==> config.mk <==
export PLATFORM = sky130hd
export DESIGN_NAME = kdf_iter_ctrl
export DESIGN_NICKNAME = d
export VERILOG_FILES = /design/src/rtl/kdf_iter_ctrl.sv
export SDC_FILE = /design/constraint.sdc
export NUM_CORES = 2
export LEC_CHECK = 0
export BUFFER_PORTS_ARGS = -buffer_cell sky130_fd_sc_hd__buf_2
export CAP_MARGIN = 10
export CORE_MARGIN = 2
export CORE_UTILIZATION = 46
export CTS_BUF_LIST = sky130_fd_sc_hd__clkbuf_4 sky130_fd_sc_hd__clkbuf_8
export CTS_CLUSTER_DIAMETER = 30
export CTS_CLUSTER_SIZE = 25
export DETAILED_ROUTE_END_ITERATION = 12
export PLACE_DENSITY = 0.78
export SLEW_MARGIN = 40
export SYNTH_ARGS = -nofsm -noshare
export SYNTH_HDL_FRONTEND = slang
export SYNTH_SLANG_ARGS = --single-unit
==> constraint.sdc <==
create_clock -name clk -period 25.4 [get_ports clk]
set_input_delay 0 -clock clk [delete_from_list [all_inputs] [get_ports clk]]
set_output_delay 0 -clock clk [all_outputs]
set_load 0.01 [all_outputs]
==> src/rtl/kdf_iter_ctrl.sv <==
`default_nettype none
// ============================================================================
// Module   : kdf_iter_ctrl
// Purpose  : Iterated key-derivation controller. For each of BLOCKS output
//            blocks it drives an external hash core `count` times. The first
//            message of a block is {password, salt, block_index}. Every later
//            message is the previous digest U, zero-extended. The per-block
//            result T is either the last digest (chain mode) or the XOR of
//            all digests (PBKDF2-style accumulate mode). T is then written
//            into its N-bit slot of key_derivated.
// Ports    : clk, rst            - clock, asynchronous active-high reset
//            start, mode         - request pulse; 0 = chain, 1 = XOR-accumulate
//            salt, user_password - key material, latched on an accepted start
//            count               - iterations per block (0 is treated as 1)
//            busy, done          - activity flag; one-cycle completion pulse
//            key_derivated       - BLOCKS*N-bit derived key
//            hash_start/hash_msg - one-cycle request and message to hash core
//            hash_done/hash_digest - completion strobe and digest from core
// Revision : 1.0 - initial release
// ============================================================================
module kdf_iter_ctrl #(
  parameter int N           = 128,
  parameter int SALT_WIDTH  = 64,
  parameter int PSW_WIDTH   = 80,
  parameter int COUNT_WIDTH = 32,
  parameter int BLOCKS      = 2,
  parameter int IDX_WIDTH   = 8,
  localparam int KEY_WIDTH  = BLOCKS * N,
  localparam int MSG_WIDTH  = PSW_WIDTH + SALT_WIDTH + IDX_WIDTH
) (
  input  logic                   clk,
  input  logic                   rst,
  input  logic                   start,
  input  logic                   mode,
  input  logic [SALT_WIDTH-1:0]  salt,
  input  logic [PSW_WIDTH-1:0]   user_password,
  input  logic [COUNT_WIDTH-1:0] count,
  output logic                   busy,
  output logic                   done,
  output logic [KEY_WIDTH-1:0]   key_derivated,
  output logic                   hash_start,
  output logic [MSG_WIDTH-1:0]   hash_msg,
  input  logic                   hash_done,
  input  logic [N-1:0]           hash_digest
);

  // --------------------------------------------------------------------------
  // Elaboration-time parameter checks
  // --------------------------------------------------------------------------
  // A digest must fit into the message so later iterations can feed U back.
  generate
    if (MSG_WIDTH < N) begin : g_msg_width_chk
      $error("kdf_iter_ctrl: MSG_WIDTH must be >= N");
    end
    // Block indices run 1..BLOCKS and must be representable in IDX_WIDTH bits.
    if (BLOCKS >= (2 ** IDX_WIDTH)) begin : g_blocks_chk
      $error("kdf_iter_ctrl: BLOCKS must be < 2**IDX_WIDTH");
    end
  endgenerate

  // --------------------------------------------------------------------------
  // State encoding
  // --------------------------------------------------------------------------
  typedef enum logic [2:0] {
    S_IDLE  = 3'd0,
    S_REQ   = 3'd1,
    S_WAIT  = 3'd2,
    S_ACCUM = 3'd3,
    S_FIN   = 3'd4
  } state_t;

  state_t                 state_q,      state_d;
  logic                   busy_q,       busy_d;
  logic                   done_q,       done_d;
  logic                   hash_start_q, hash_start_d;
  logic [KEY_WIDTH-1:0]   key_q,        key_d;
  logic [N-1:0]           u_q,          u_d;
  logic [N-1:0]           t_q,          t_d;
  logic [COUNT_WIDTH-1:0] iter_q,       iter_d;
  logic [IDX_WIDTH-1:0]   idx_q,        idx_d;
  logic [SALT_WIDTH-1:0]  salt_q,       salt_d;
  logic [PSW_WIDTH-1:0]   psw_q,        psw_d;
  logic [COUNT_WIDTH-1:0] count_q,      count_d;
  logic                   mode_q,       mode_d;

  logic [COUNT_WIDTH-1:0] w_iter_inc;
  logic [N-1:0]           w_t_next;

  // Iteration counter after the current hash is accounted for. iter_q never
  // exceeds count_q-1, so the increment cannot wrap.
  assign w_iter_inc = iter_q + COUNT_WIDTH'(1);

  // First digest of a block seeds T; later ones either replace it (chain)
  // or fold into it (accumulate).
  assign w_t_next = ((iter_q == '0) || !mode_q) ? u_q : (t_q ^ u_q);

  // --------------------------------------------------------------------------
  // Next-state / next-output logic
  // --------------------------------------------------------------------------
  always_comb begin
    state_d      = state_q;
    busy_d       = busy_q;
    done_d       = 1'b0;
    hash_start_d = 1'b0;
    key_d        = key_q;
    u_d          = u_q;
    t_d          = t_q;
    iter_d       = iter_q;
    idx_d        = idx_q;
    salt_d       = salt_q;
    psw_d        = psw_q;
    count_d      = count_q;
    mode_d       = mode_q;

    case (state_q)
      S_IDLE: begin
        if (start) begin
          salt_d       = salt;
          psw_d        = user_password;
          // Zero iterations would never produce a digest; run one instead.
          count_d      = (count == '0) ? COUNT_WIDTH'(1) : count;
          mode_d       = mode;
          idx_d        = IDX_WIDTH'(1);
          iter_d       = '0;
          key_d        = '0;
          busy_d       = 1'b1;
          // Raised here so the pulse coincides with the REQ cycle.
          hash_start_d = 1'b1;
          state_d      = S_REQ;
        end
      end

      S_REQ: begin
        state_d = S_WAIT;
      end

      S_WAIT: begin
        if (hash_done) begin
          u_d     = hash_digest;
          state_d = S_ACCUM;
        end
      end

      S_ACCUM: begin
        t_d = w_t_next;
        if (w_iter_inc < count_q) begin
          iter_d       = w_iter_inc;
          hash_start_d = 1'b1;
          state_d      = S_REQ;
        end else begin
          // Block complete: drop T into slot idx-1.
          for (int b = 0; b < BLOCKS; b++) begin
            if (idx_q == IDX_WIDTH'(b + 1)) begin
              key_d[b*N +: N] = w_t_next;
            end
          end
          idx_d  = idx_q + IDX_WIDTH'(1);
          iter_d = '0;
          if (idx_q < IDX_WIDTH'(BLOCKS)) begin
            hash_start_d = 1'b1;
            state_d      = S_REQ;
          end else begin
            // done is registered, so it is high for exactly the FIN cycle.
            done_d  = 1'b1;
            state_d = S_FIN;
          end
        end
      end

      S_FIN: begin
        busy_d  = 1'b0;
        state_d = S_IDLE;
      end

      default: begin
        busy_d  = 1'b0;
        state_d = S_IDLE;
      end
    endcase
  end

  // --------------------------------------------------------------------------
  // State and output registers
  // --------------------------------------------------------------------------
  always_ff @(posedge clk or posedge rst) begin
    if (rst) begin
      state_q      <= S_IDLE;
      busy_q       <= 1'b0;
      done_q       <= 1'b0;
      hash_start_q <= 1'b0;
      key_q        <= '0;
      u_q          <= '0;
      t_q          <= '0;
      iter_q       <= '0;
      idx_q        <= '0;
      salt_q       <= '0;
      psw_q        <= '0;
      count_q      <= '0;
      mode_q       <= 1'b0;
    end else begin
      state_q      <= state_d;
      busy_q       <= busy_d;
      done_q       <= done_d;
      hash_start_q <= hash_start_d;
      key_q        <= key_d;
      u_q          <= u_d;
      t_q          <= t_d;
      iter_q       <= iter_d;
      idx_q        <= idx_d;
      salt_q       <= salt_d;
      psw_q        <= psw_d;
      count_q      <= count_d;
      mode_q       <= mode_d;
    end
  end

  // --------------------------------------------------------------------------
  // Outputs
  // --------------------------------------------------------------------------
  assign busy          = busy_q;
  assign done          = done_q;
  assign hash_start    = hash_start_q;
  assign key_derivated = key_q;

  // The message depends only on registers that stay frozen from REQ until the
  // digest is captured at the end of WAIT, so it is stable over the request.
  assign hash_msg = (iter_q == '0) ? {psw_q, salt_q, idx_q}
                                   : MSG_WIDTH'(u_q);

endmodule
`default_nettype wire

Word-level counts from Yosys, hierarchy flattened
Cells that the tools add are included.
{ "classes": {"addsub": 2, "magnitude_cmp": 2, "n_eq_ne": 10, "n_mux": 28, "bitwise_logic": 2, "reduce_logical": 15} }
{ "ops": {"columns": ["operator", "count"], "rows": [
  ["two-way mux 256 bit", 2],
  ["one-hot mux 256 bit (2 select lines)", 1],
  ["two-way mux 128 bit", 3],
  ["two-way mux 152 bit", 1],
  ["XOR 128 bit", 1],
  ["two-way mux 32 bit", 3],
  ["logical NOT 32 bit", 2],
  ["one-hot mux 32 bit (2 select lines)", 1],
  ["adder 32 x 1 -> 32 bit (second input constant)", 1],
  ["< comparator 32 bit", 1],
  ["two-way mux 8 bit", 2],
  ["one-hot mux 8 bit (2 select lines)", 1],
  ["two-way mux 3 bit", 4],
  ["one-hot mux 3 bit (4 select lines)", 1],
  ["inequality test 2 bit (second input constant)", 5],
  ["AND reduction 2 bit", 5],
  ["adder 8 x 1 -> 8 bit (second input constant)", 1],
  ["equality test 8 x 1 -> 1 bit (second input constant)", 1],
  ["equality test 8 x 2 -> 1 bit (second input constant)", 1],
  ["< comparator 8 x 2 -> 1 bit (second input constant)", 1],
  ["AND reduction 4 bit", 2],
  ["two-way mux 1 bit", 7],
  ["equality test 3 x 2 -> 1 bit (second input constant)", 2],
  ["one-hot mux 1 bit (2 select lines)", 2],
  ["other kinds (8)", 8]
]} }
{ "totals": {"ff_bits": 735, "input_bits": 309, "out_inout_bits": 411} }

Logic depth before layout (Yosys ltp)
{ "logic_depth": {"ltp_word": 6, "depth_mapped": 18} }

Worst setup path before layout
No wires, ideal clock.
{ "synth_path": {"kind": "reg-to-reg", "start": "reg iter_q[0]", "end": "reg key_q[148] (netlist: key_derivated[148])", "t_arrival_ns": 3.803, "required_ns": 25.321, "slack_ns": 21.517, "path_stages_with_launch": 19, "period_less_slack_ns": 3.883, "path_cell_list": "dfrtp_1 ha_1 clkbuf_1 nand2_1 nor4_1 and2_0 buf_2 nand4_1 xnor2_1 ha_1 nand4_1 nor2_1 a221o_1 or2_2 clkbuf_1 o211ai_4 buf_12 buf_12 mux2i_1"} }
{ "synth_between": {"elab_chain_len": 6, "elab_cells_between_ends": 10, "cone_classes": "add/sub (1); order compare (1); eq/ne (1); mux (4); reduce/logical (3)"} }
{ "synth_rtl": {"columns": ["element", "line", "source"], "rows": [
  ["from (decl)", "79", "logic [COUNT_WIDTH-1:0] iter_q, iter_d;"],
  ["from (signal assigned)", "208", "iter_q <= iter_d;"],
  ["branches (longest 6 deep; another with adder 32 x 1 -> 32 bit)", null, null],
  ["to (signal assigned)", "205", "key_q <= key_d;"],
  ["to (decl)", "76", "logic [KEY_WIDTH-1:0] key_q, key_d;"]
]} }
Parallel ways; which one is timed is not known. The select of a mux whose other input is x is not followed.
A chain may end at the register's enable or synchronous reset.

Final worst setup path
{ "layout_path": {"start": "reg iter_q[7]", "end": "reg key_q[154] (netlist: key_derivated[154])"} }
Same word-level chain as after synthesis.

==> results by group <==
Outcome
  • Status: complete, no violations

Synth
  • Post-Syn Area: between 30000 and 40000 sq um
  • Distinct cells, synth: 54
  • Asr flop ratio synth: between 90% and 100%
  • Register bit total from synthesis: roughly 740
  • Syn Nets: approximately 3600
  • EDFF count, synth: 0
  • Sequential element share of the synthesized area: a little over half
  • Ys Warns: 0
  • Synth Area per Inst: about 11 sq um
  • Post-Synthesis Cells: 3254
  • Top FF cell, synth: dfrtp_1

CTS
  • Clk buf depth: 3
  • CTS resizes: 0
  • TritonCTS Buffers: 150
  • CTS tree: yes
  • CTS Root Cell: clkbuf_8
  • # clock sinks: between 700 and 800
  • H-Tree Depth: 4
  • Post-CTS Setup Repair Bufs: 0
  • Clock latency on the worst-skew pair: 0.84 ns
  • Clk pin slew, worst setup/hold paths: 0.07 ns

Final layout
  • Most frequent cells in the layout: nand2_1 (950), dfrtp_1 (735), buf_2 (719)
  • Cell area after layout: between 40000 and 50000 sq um
  • Layout cell share with drive strength beyond 1: 27.6%
  • Register area: around 18000 sq um
  • # fillers: between 4000 and 5000
  • Most common cell after layout, fill and taps aside: nand2_1
  • Multi-input gate area: 14700 sq um
  • Non-filler instance count after layout: roughly 5700
  • Final nets: roughly 5000
  • Post-layout util: 65.8%
  • Area Growth Syn to Fin: 42.4%

Worst hold path
  • Hold Crit Depth: 4
  • Class of the worst hold path: in2reg

Timing
  • Unrepaired setup endpoints after global routing: false
  • Fin Hold WS: approximately 0.06 ns
  • Fin. Hold Viols: 0
  • Pins over their slew limit: 0
  • Maximum clock frequency: about 0.16 GHz
  • Max_slew headroom: 40.7%
  • Clock Skew: around 0.081 ns
  • Final Cycle Share: approximately a quarter
  • Final setup violation count: 0
  • Fin Setup TNS: 0 ns
  • Tmin final: 6.20 ns
  • Fin worst setup slack: between 15 and 20 ns
  • Slew at the pin closest to its max-slew limit: between 0.8 and 0.9 ns

Pwr
  • Tot Pwr: 5.91 mW
  • PD cells: between 100 and 150 nW/um^2
  • Peak supply drop: 0.106 mV
  • Leakage: ~24 nW

Drt
  • Via-per-instance ratio: 5.80
  • Drt drc: 0
  • DR WL/cell: around 24 microns
  • Total Routed Length: between 100000 and 150000 microns
  • Detailed Route Iter0 Violations: ~3400
  • Pre-antenna DRT Iters: 9
  • DR vias: 33300
  • Antenna Nets Post-Route: 0

Critical path
  • Critical path class: reg2reg
  • Reg2Reg Depth: 14
  • Crit start category: flop
  • CP endpoint kind: flop
  • CP Data Arrival Time: 6.86 ns
  • CP required: around 26 ns
  • Crit path max fanout: 52

Flow run
  • Max Cap Viol: 0

GRT
  • Largest net degree at the start of global routing: between 150 and 200
  • GRT overflow: 0
  • Initial antenna violation count: 14
  • Vias in the first global route: around 36000
  • Met2 usage: around 55%
  • All-Layer GR Usage: a little over a third
  • GR Util met3: between 10% and 20%
  • First-pass GRT wire length: 206000 microns
  • Met1 usage: a little under two fifths
  • GRT busiest layer: met2

Floorplan
  • Core ar.: approximately 74000 sq um
  • Die footprint: 76800 sq um
  • FP Rows: 100
  • Top-Level Pins: 720
  • Die width: 277 microns
  • Die Height: roughly 280 microns
  • Starting density of the core: ~46%

Placement
  • Placed cells: 4772
  • Post-DP Area: 38500 sq um
  • Gpl congestion: approximately 0.87
  • HPWL Detailed: roughly 68000 microns
  • Placement Setup Slack: 19.75 ns
  • # port buffers: ~720
-- cell type report --
cell class | count | share of cell area (%)
multi-input combinational | 2270 | 30.2
sequential | 735 | 37.7
clock inverter | 87 | 2.07
antenna | 13 | 0.0666
clock buffer | 190 | 5.10
inverter | 40 | 0.333
timing repair buffer | 1435 | 22.1
tap | 969 | 2.48
-- where the power goes --
| part | total [mW] | internal, mW | switching (mW) |
|---|---|---|---|
| logic | 2.57 | 1.05 | 1.53 |
| clock network | 1.44 | 0.813 | 0.630 |
| registers | 1.90 | 1.51 | 0.387 |
-- flip-flops by register name (all words and copies together), names as in the netlist, 3 cells and up --
signal / cells
key_derivated: 256
t_q: 128
u_q: 128
psw_q: 80
salt_q: 64
count_q: 32
iter_q: 32
idx_q: 8
state_q: 3
-- worst max-delay path, stage by stage (launching register included) --
cell and delay, ns:
dfrtp_1 0.51, nand4_1 0.32, nor4_1 0.65, and2_0 0.43, nand4_1 0.24, xnor2_1 0.19
ha_1 0.31, nand4_1 0.23, nor2_1 0.09, a221o_1 0.33, or2_2 0.42, o211ai_4 0.64
buf_4 0.50, buf_6 0.58, mux2i_1 0.49
-- final timing paths --
kind                           start                  to  slack, ns
max                        iter_q[7]  key_derivated[154]      19.20
min                         count[9]          count_q[9]       0.06
max reg2reg                iter_q[7]  key_derivated[154]      19.20
min reg2reg                psw_q[72]           psw_q[72]       0.47
max in group asynchronous        rst   key_derivated[82]      21.77
min in group asynchronous        rst          salt_q[55]       0.49
-- layer usage --
layer  share of wire (%)  up-vias
met5               0.032        -
met4                 9.8        6
met3                  10      872
met2                  46     2437
met1                  34    16000
li1                    -    13900
-- Yosys cell counts, drive strengths merged, types with 64 or more instances --
master  number  share of area (%)
a21oi       84                1.2
a311oi      64                1.6
buf         72                1.7
clkbuf     137                1.5
dfrtp      735                 54
mux2       256                8.4
mux2i      262                7.6
nand2      951                 10
nand3       82                1.2
nor2        93                1.0
o211ai      66                1.5
xor2       138                3.5
-- logic make-up (layout without fill, tap and decap cells) --
group                    Yosys count  after routing  share of synthesized area, %
AND/OR/NAND/NOR                 1238           1238                          14.7
multiplexers                     518            518                          16.0
other                              0             13                             0
adder cells (fa/ha/maj)           36             36                          1.31
XOR/XNOR                         159            159                          4.06
AO/OA/AOI/OAI                    319            319                          6.56
buffers and inverters            249           1752                          3.68
flip-flops                       735            735                          53.6
-- repair_timing --
action | in CTS | in global routing
endpoints found under the setup margin | 0 | 0
hold buffers | 674 | 0
endpoints found under the hold margin | 461 | 0
(Power assumes the default switching activity.)
